File: src/rtl/regfile_2r1w_clr.sv
// Parametrised 2-read/1-write register file with registered read ports,
// same-edge write forwarding, optional hardwired zero entry and a soft-clear sweep.
module regfile_2r1w_clr #(
    parameter int DATA_W   = 32,
    parameter int DEPTH    = 32,
    parameter int ADDR_W   = $clog2(DEPTH),
    parameter bit ZERO_REG = 1'b1,
    parameter bit BYPASS   = 1'b1
) (
    input  logic              clk,
    input  logic              rst_n,
    input  logic              we,
    input  logic [ADDR_W-1:0] waddr,
    input  logic [DATA_W-1:0] wdata,
    input  logic              re0,
    input  logic [ADDR_W-1:0] raddr0,
    output logic [DATA_W-1:0] rdata0,
    input  logic              re1,
    input  logic [ADDR_W-1:0] raddr1,
    output logic [DATA_W-1:0] rdata1,
    input  logic              clr_req,
    output logic              clr_busy
);

    typedef enum logic {
        ST_IDLE  = 1'b0,
        ST_CLEAR = 1'b1
    } state_t;

    localparam logic [ADDR_W-1:0] LAST_IDX = ADDR_W'(DEPTH - 1);

    state_t            state;
    state_t            state_nxt;
    logic [ADDR_W-1:0] clr_idx;
    logic [ADDR_W-1:0] clr_idx_nxt;
    logic [DATA_W-1:0] mem [DEPTH];

    logic              wr_acc;
    logic              clr_wr;
    logic [DATA_W-1:0] rd_val0;
    logic [DATA_W-1:0] rd_val1;

    // Widened compare so non-power-of-two depths reject the unused top addresses.
    function automatic logic in_range(input logic [ADDR_W-1:0] a);
        return 32'(a) < DEPTH;
    endfunction

    function automatic logic is_zero_entry(input logic [ADDR_W-1:0] a);
        return ZERO_REG && (a == '0);
    endfunction

    assign clr_wr   = (state == ST_CLEAR);
    assign wr_acc   = we && (state == ST_IDLE) && in_range(waddr) && !is_zero_entry(waddr);
    assign clr_busy = (state == ST_CLEAR);

    // Read value resolution: range, zero entry, sweep write, forwarded write, stored data.
    always_comb begin
        rd_val0 = '0;
        if (in_range(raddr0) && !is_zero_entry(raddr0) && !(clr_wr && (raddr0 == clr_idx))) begin
            if (BYPASS && wr_acc && (waddr == raddr0)) begin
                rd_val0 = wdata;
            end else begin
                rd_val0 = mem[raddr0];
            end
        end
    end

    always_comb begin
        rd_val1 = '0;
        if (in_range(raddr1) && !is_zero_entry(raddr1) && !(clr_wr && (raddr1 == clr_idx))) begin
            if (BYPASS && wr_acc && (waddr == raddr1)) begin
                rd_val1 = wdata;
            end else begin
                rd_val1 = mem[raddr1];
            end
        end
    end

    always_comb begin
        state_nxt   = state;
        clr_idx_nxt = clr_idx;
        case (state)
            ST_IDLE: begin
                if (clr_req) begin
                    state_nxt   = ST_CLEAR;
                    clr_idx_nxt = '0;
                end
            end
            ST_CLEAR: begin
                if (clr_idx == LAST_IDX) begin
                    state_nxt   = ST_IDLE;
                    clr_idx_nxt = '0;
                end else begin
                    clr_idx_nxt = clr_idx + ADDR_W'(1);
                end
            end
            default: begin
                state_nxt   = ST_IDLE;
                clr_idx_nxt = '0;
            end
        endcase
    end

    always_ff @(posedge clk or negedge rst_n) begin
        if (!rst_n) begin
            state   <= ST_IDLE;
            clr_idx <= '0;
        end else begin
            state   <= state_nxt;
            clr_idx <= clr_idx_nxt;
        end
    end

    // Host writes and sweep writes never coincide: host writes are accepted only in IDLE.
    always_ff @(posedge clk or negedge rst_n) begin
        if (!rst_n) begin
            for (int i = 0; i < DEPTH; i++) begin
                mem[i] <= '0;
            end
        end else begin
            if (wr_acc) begin
                mem[waddr] <= wdata;
            end
            if (clr_wr) begin
                mem[clr_idx] <= '0;
            end
        end
    end

    always_ff @(posedge clk or negedge rst_n) begin
        if (!rst_n) begin
            rdata0 <= '0;
            rdata1 <= '0;
        end else begin
            if (re0) begin
                rdata0 <= rd_val0;
            end
            if (re1) begin
                rdata1 <= rd_val1;
            end
        end
    end

endmodule

File: config.mk
export PLATFORM = sky130hd
export DESIGN_NAME = regfile_2r1w_clr
export DESIGN_NICKNAME = d
export VERILOG_FILES = /design/src/rtl/regfile_2r1w_clr.sv
export SDC_FILE = /design/constraint.sdc
export NUM_CORES = 2
export LEC_CHECK = 0
export ABC_CLOCK_PERIOD_IN_PS = 2160
export BUFFER_PORTS_ARGS = -buffer_cell sky130_fd_sc_hd__clkbuf_2
export CAP_MARGIN = 20
export CORE_MARGIN = 2
export CORE_UTILIZATION = 50
export CTS_BUF_LIST = sky130_fd_sc_hd__clkbuf_16
export DETAILED_ROUTE_END_ITERATION = 7
export PLACE_DENSITY = 0.66
export SLEW_MARGIN = 20
export SYNTH_ARGS = -nofsm -noshare
export SYNTH_HDL_FRONTEND = slang
export SYNTH_SLANG_ARGS = --single-unit
File: constraint.sdc
create_clock -name clk -period 2.16 [get_ports clk]
set_input_delay 0.216 -clock clk [delete_from_list [all_inputs] [get_ports clk]]
set_output_delay 0.216 -clock clk [all_outputs]
set_load 0.03 [all_outputs]
# Word-level counts from Yosys, hierarchy flattened
# Cells that the tools add are included.
# Widths: inputs -> output; s select.
# op_classes
mux,23
multipliers,0
n_eq_ne,6
bitwise_logic,7
n_addsub,1
n_reduce_logical,18
n_lt_le_gt_ge,6
div,0
n_shift,0
# op_table
operator,count
$mux 1024,2
$and 1024x1024->1024,1
$bwmux 1024,1
$not 1024->1024,1
$bmux 32 s5,2
$demux 32 s5,2
$mux 32,10
$ge 6x6->1 const B,4
$not 5->6,4
$eq 5x5->1,4
$logic_not 5->1,3
$lt 6x1->1 const B,2
$logic_and 1x1->1,10
$mux 5,2
$pmux 5 s2,1
$add 5x1->5 const B,1
$eq 5x5->1 const B,1
$logic_not 1->1,5
$mux 1,2
$ne 2x2->1 const B,1
$pmux 1 s2,1
$not 1->1,1
# totals
in_bits,53
ram_bits,0
word_cells,97
mem_count,0
romBits,0
output_inout_bits,65
latchBits,0
regBits,1094

# Longest topological paths before layout
# depth
ltp_word,9
depth_mapped,9
mapped_depth_nobuf,5

# Worst setup path after synthesis
# No wires, ideal clock.
# synth_timing
path_type,register to register
startpoint,reg state (netlist: clr_busy)
endpoint,reg mem[898] (netlist bit)
n_path_buf,2
t_required_ns,2.082
path_slack_ns,-0.024
setup_ns,0.078
arrival_ns,2.106
stages_incl_launch_ff,8
synth_period_minus_slack_ns,2.184
cell_sequence,dfrtp_1 > buf_2 > or3b_1 > or4_4 > nor2_4 > buf_6 > nand2_1 > a21oi_1
# synth_between
elab_chain_len,6
# synth_rtl
element,line_no,rtl
start: declaration,32,state_t state;
start signal: assignment,109,state <= state_nxt;
$not 1->1,--,
$logic_and 1x1->1 (2 in a row),53,assign wr_acc = we && (state == ST_IDLE) && in_range(waddr) && !is_zero_entry(waddr);
$mux 1024,121,if (wr_acc) begin
$and 1024x1024->1024 (no line),--,
$mux 1024 *,124,if (clr_wr) begin
end signal: indexed assignment,122,mem[waddr] <= wdata;
end: declaration,36,logic [DATA_W-1:0] mem [DEPTH];
# Every way passes the cells marked *; elsewhere a longest branch is shown, timed or not.
# A chain may end at the register's enable or synchronous reset.

# Worst setup path in the final report
# layout_timing
startpoint,reg state (netlist: clr_busy)
endpoint,reg mem[982] (netlist bit)
# Same word-level chain as after synthesis.

==> out/qor.txt <==
Syn Area/Cell: 8.84 µm²
Synth Net Count: 6888
Nets: 6974
Failing checks: negative setup slack
Most frequent CP cell: buf_4
R2R cell count: 8
CTS Buffer Depth: 3
Int Pwr: 40700 µW
Comb power frac: 0.236
Vias per inst: 6.65
Root buffer cell: clkbuf_16
Final GP Congestion: 0.988
Fill count: 10193
Worst slack, placed: -341 ps
Worst hold stages: 3
TritonCTS clock tree: done
Critical Path Start Type: flop
First-pass GRT wire length: 373000 µm
Flop pwr share: 0.431
Netlist cell types: 46
Multi-input gate area: 31100 µm²
Yosys warnings: 0
I/O pin count: 118
Slowest stage delay, CP: 480 ps
CP arrival: 2980 ps
Worst setup margin: -150 ps
FF-to-FF Start: clr_busy$_DFF_PN0_
Ys async rst share: 1.00
Status: complete, but fails checks
Vias in the first global route: 55580
Crit Path Max Fanout: 10
Synth Cell Area: 60400 µm²
RSZ-0062 raised after global routing: yes
GRT overflow: 0
Chip width: 352 µm
Critical path required time: 2830 ps
Register area: 27400 µm²
Share of cells above drive strength 1: 0.145
Slew @ Worst Pin: 971 ps
Hold_sp: wdata[31]
First-pass DRT Iterations: 7
P&R area growth vs syn: 19.6%
Clk_skew: 37.2 ps
Max Clock Freq: 433 MHz
Post-synthesis sequential area ratio: 0.453
Endpoints failing setup: 73
Final Cycle Share: 1.07
Pwr per Cell Area: 850 nW/µm²
Switch share: 0.337
Die area: 124000 µm²
Num CTS Buffers: 118
Crit. Startpoint: clr_busy$_DFF_PN0_
Slew headroom: 0.353
Final min period: 2310 ps
Sw power: 20700 µW
Post-synth top flop: dfrtp_1
Via count: 57349
Iter 0 DRT Violations: 7598
Routed Wire Length: 258000 µm
Register bit total from synthesis: 1094
Most frequent cells in the layout: 1999 x nand2_1, 1093 x dfrtp_1, 1024 x mux2i_1, 945 x a21oi_1, 512 x a22oi_1
HP Class: input pin to flop
Worst-skew pair later-pin latency: 770 ps
CTS Sinks: 1094
Crit-path cells: or3b_4 -> or4_4 -> buf_4 -> nor2_4 -> buf_4 -> clkbuf_16 -> nand2_1 -> a21oi_1
Core Area: 120000 µm²
Initial core utilization: 0.504
Post-synthesis instance total: 6830
Pins Over Slew Limit: 0
CP endpoint kind: flop
Routed length per instance: 29.9 µm
Clock group share of total power: 0.333
Tot GR Track Use: 0.411
Slowest stage cell, crit path: or4_4
Initial antenna violation count: 3
Row cnt: 127
Post-synth EDFFs: 0
Clock slew at reported path FFs: 60 ps
Commonest non-fill, non-tap cell in the layout: nand2_1
Hold Fails Final Rpt: 0
Residual DRC: 0
Die H: 352 µm
DP Wirelength: 160000 µm
Overall power: 61400 µW
Leak: 0.0318 µW
Worst vdd ir: 0.000637 V
Setup CP Type: flop to flop
Largest net degree at the start of global routing: 99
Routed Antenna Nets: 0
Maxcap violations: 0
CTS H-tree depth: 3
Port Buffers: 117
registers in the layout (all words and copies together) (netlist names):
signal	count
rdata0	32
clr_idx	5
mem	1024
rdata1	32
clr_busy	1
Yosys cell counts (2+ instances only):
library cell / count / area (µm²)
nand2b_1: 6 / 37.5
clkbuf_2: 31 / 155
ha_1: 5 / 62.6
buf_6: 9 / 101
nor4_4: 2 / 42.5
nand4_1: 130 / 813
nand3b_1: 2 / 15.0
o221ai_1: 2 / 17.5
nor2_4: 3 / 33.8
nand2_1: 2024 / 7600
nor2_1: 62 / 233
dfrtp_1: 1094 / 27400
nor4_1: 65 / 407
mux2i_1: 1024 / 10200
and4b_1: 8 / 80.1
and4_1: 2 / 17.5
nor4b_2: 8 / 120
nor2b_1: 40 / 250
buf_1: 4 / 15.0
a21oi_1: 992 / 4960
and3_1: 3 / 18.8
o21ai_0: 5 / 25.0
nand3_1: 17 / 85.1
buf_4: 4 / 30.0
clkbuf_1: 484 / 1820
nor4bb_1: 12 / 120
and2_1: 4 / 25.0
xnor2_1: 19 / 166
a221o_1: 64 / 641
inv_1: 6 / 22.5
xor2_1: 3 / 26.3
a22oi_1: 512 / 3840
buf_2: 171 / 856
power groups by stage:
stage | logic (µW) | clock network [µW] | registers, µW
after floorplan | 7680 | 0 | 26300
after global placement | 13500 | 0 | 26500
after detailed placement | 13800 | 0 | 26700
after CTS | 13900 | 20400 | 26300
after global routing | 15400 | 21200 | 26800
final | 14500 | 20400 | 26500
worst paths after layout:
check                                      end  slack, ps
setup / recovery            mem[982]$_DFF_PN0_       -150
hold / removal              mem[383]$_DFF_PN0_         50
setup reg to reg            mem[982]$_DFF_PN0_       -150
hold reg to reg            mem[1006]$_DFF_PN0_        530
max in group asynchronous   mem[346]$_DFF_PN0_       1410
min in group asynchronous   mem[323]$_DFF_PN0_        140
logic make-up (layout without fill, tap and decap cells):
family,count (synthesis),count (layout),share of synthesized area
other,0,3,0
AOI/OAI and AO/OA,1577,1577,0.158
muxes,1024,1024,0.170
adders and majority gates,5,5,0.00104
DFF,1094,1094,0.453
buffers and inverters,710,887,0.0497
xor gates and xnor gates,22,22,0.00319
and+or+nand+nor,2398,2400,0.165
critical path: cells and delay by family, from the launching register on:
family,cells,cell delay (ps)
AND/OR/NAND/NOR,4,1070
buffers and inverters,3,560
flip-flops,1,420
AO/OA/AOI/OAI,1,150
timing repair:
action                                 CTS  global route
hold buffers                             3             0
gates cloned                             5             3
pin swaps                                7            19
gates resized for setup                 17            85
endpoints found under the hold margin  830             0
setup endpoints to repair              150           147
buffers inserted                         8             9
final cells by class:
type                    instances  share of cell area
diodes                          3            0.000104
clock buffers                 119              0.0412
clock inverters                94              0.0109
inverters                       7            0.000364
multi-input cells            5028               0.431
flip-flops and latches       1094               0.379
well taps                    1612              0.0279
repair buffers                667               0.109
layer usage:
metal / GRT usage / wire, µm / up-vias / part of all wire
met5: 0.00196 / 204 / - / 0.00079
met4: 0.284 / 20900 / 6 / 0.081
met3: 0.139 / 36100 / 1041 / 0.14
met2: 0.575 / 105000 / 4286 / 0.41
met1: 0.533 / 95300 / 27986 / 0.37
li1: - / - / 24030 / -
stage by stage:
stage / TNS [ps] / std cells / util / hold WS (ps) / area (µm²)
after detailed placement: -18140 / 8381 / 0.565 / 128 / 67700
final: -3810 / 8624 / 0.603 / 50.4 / 72200
after global placement: -15120 / 8381 / 0.565 / 135 / 67700
after floorplan: 0 / 6830 / - / -79.6 / 60400
after CTS: -24.5 / 8610 / 0.599 / 40.1 / 71700
after global routing: -4300 / 8622 / 0.603 / 52.9 / 72200
Note: power is estimated with default switching activity, not from simulation.
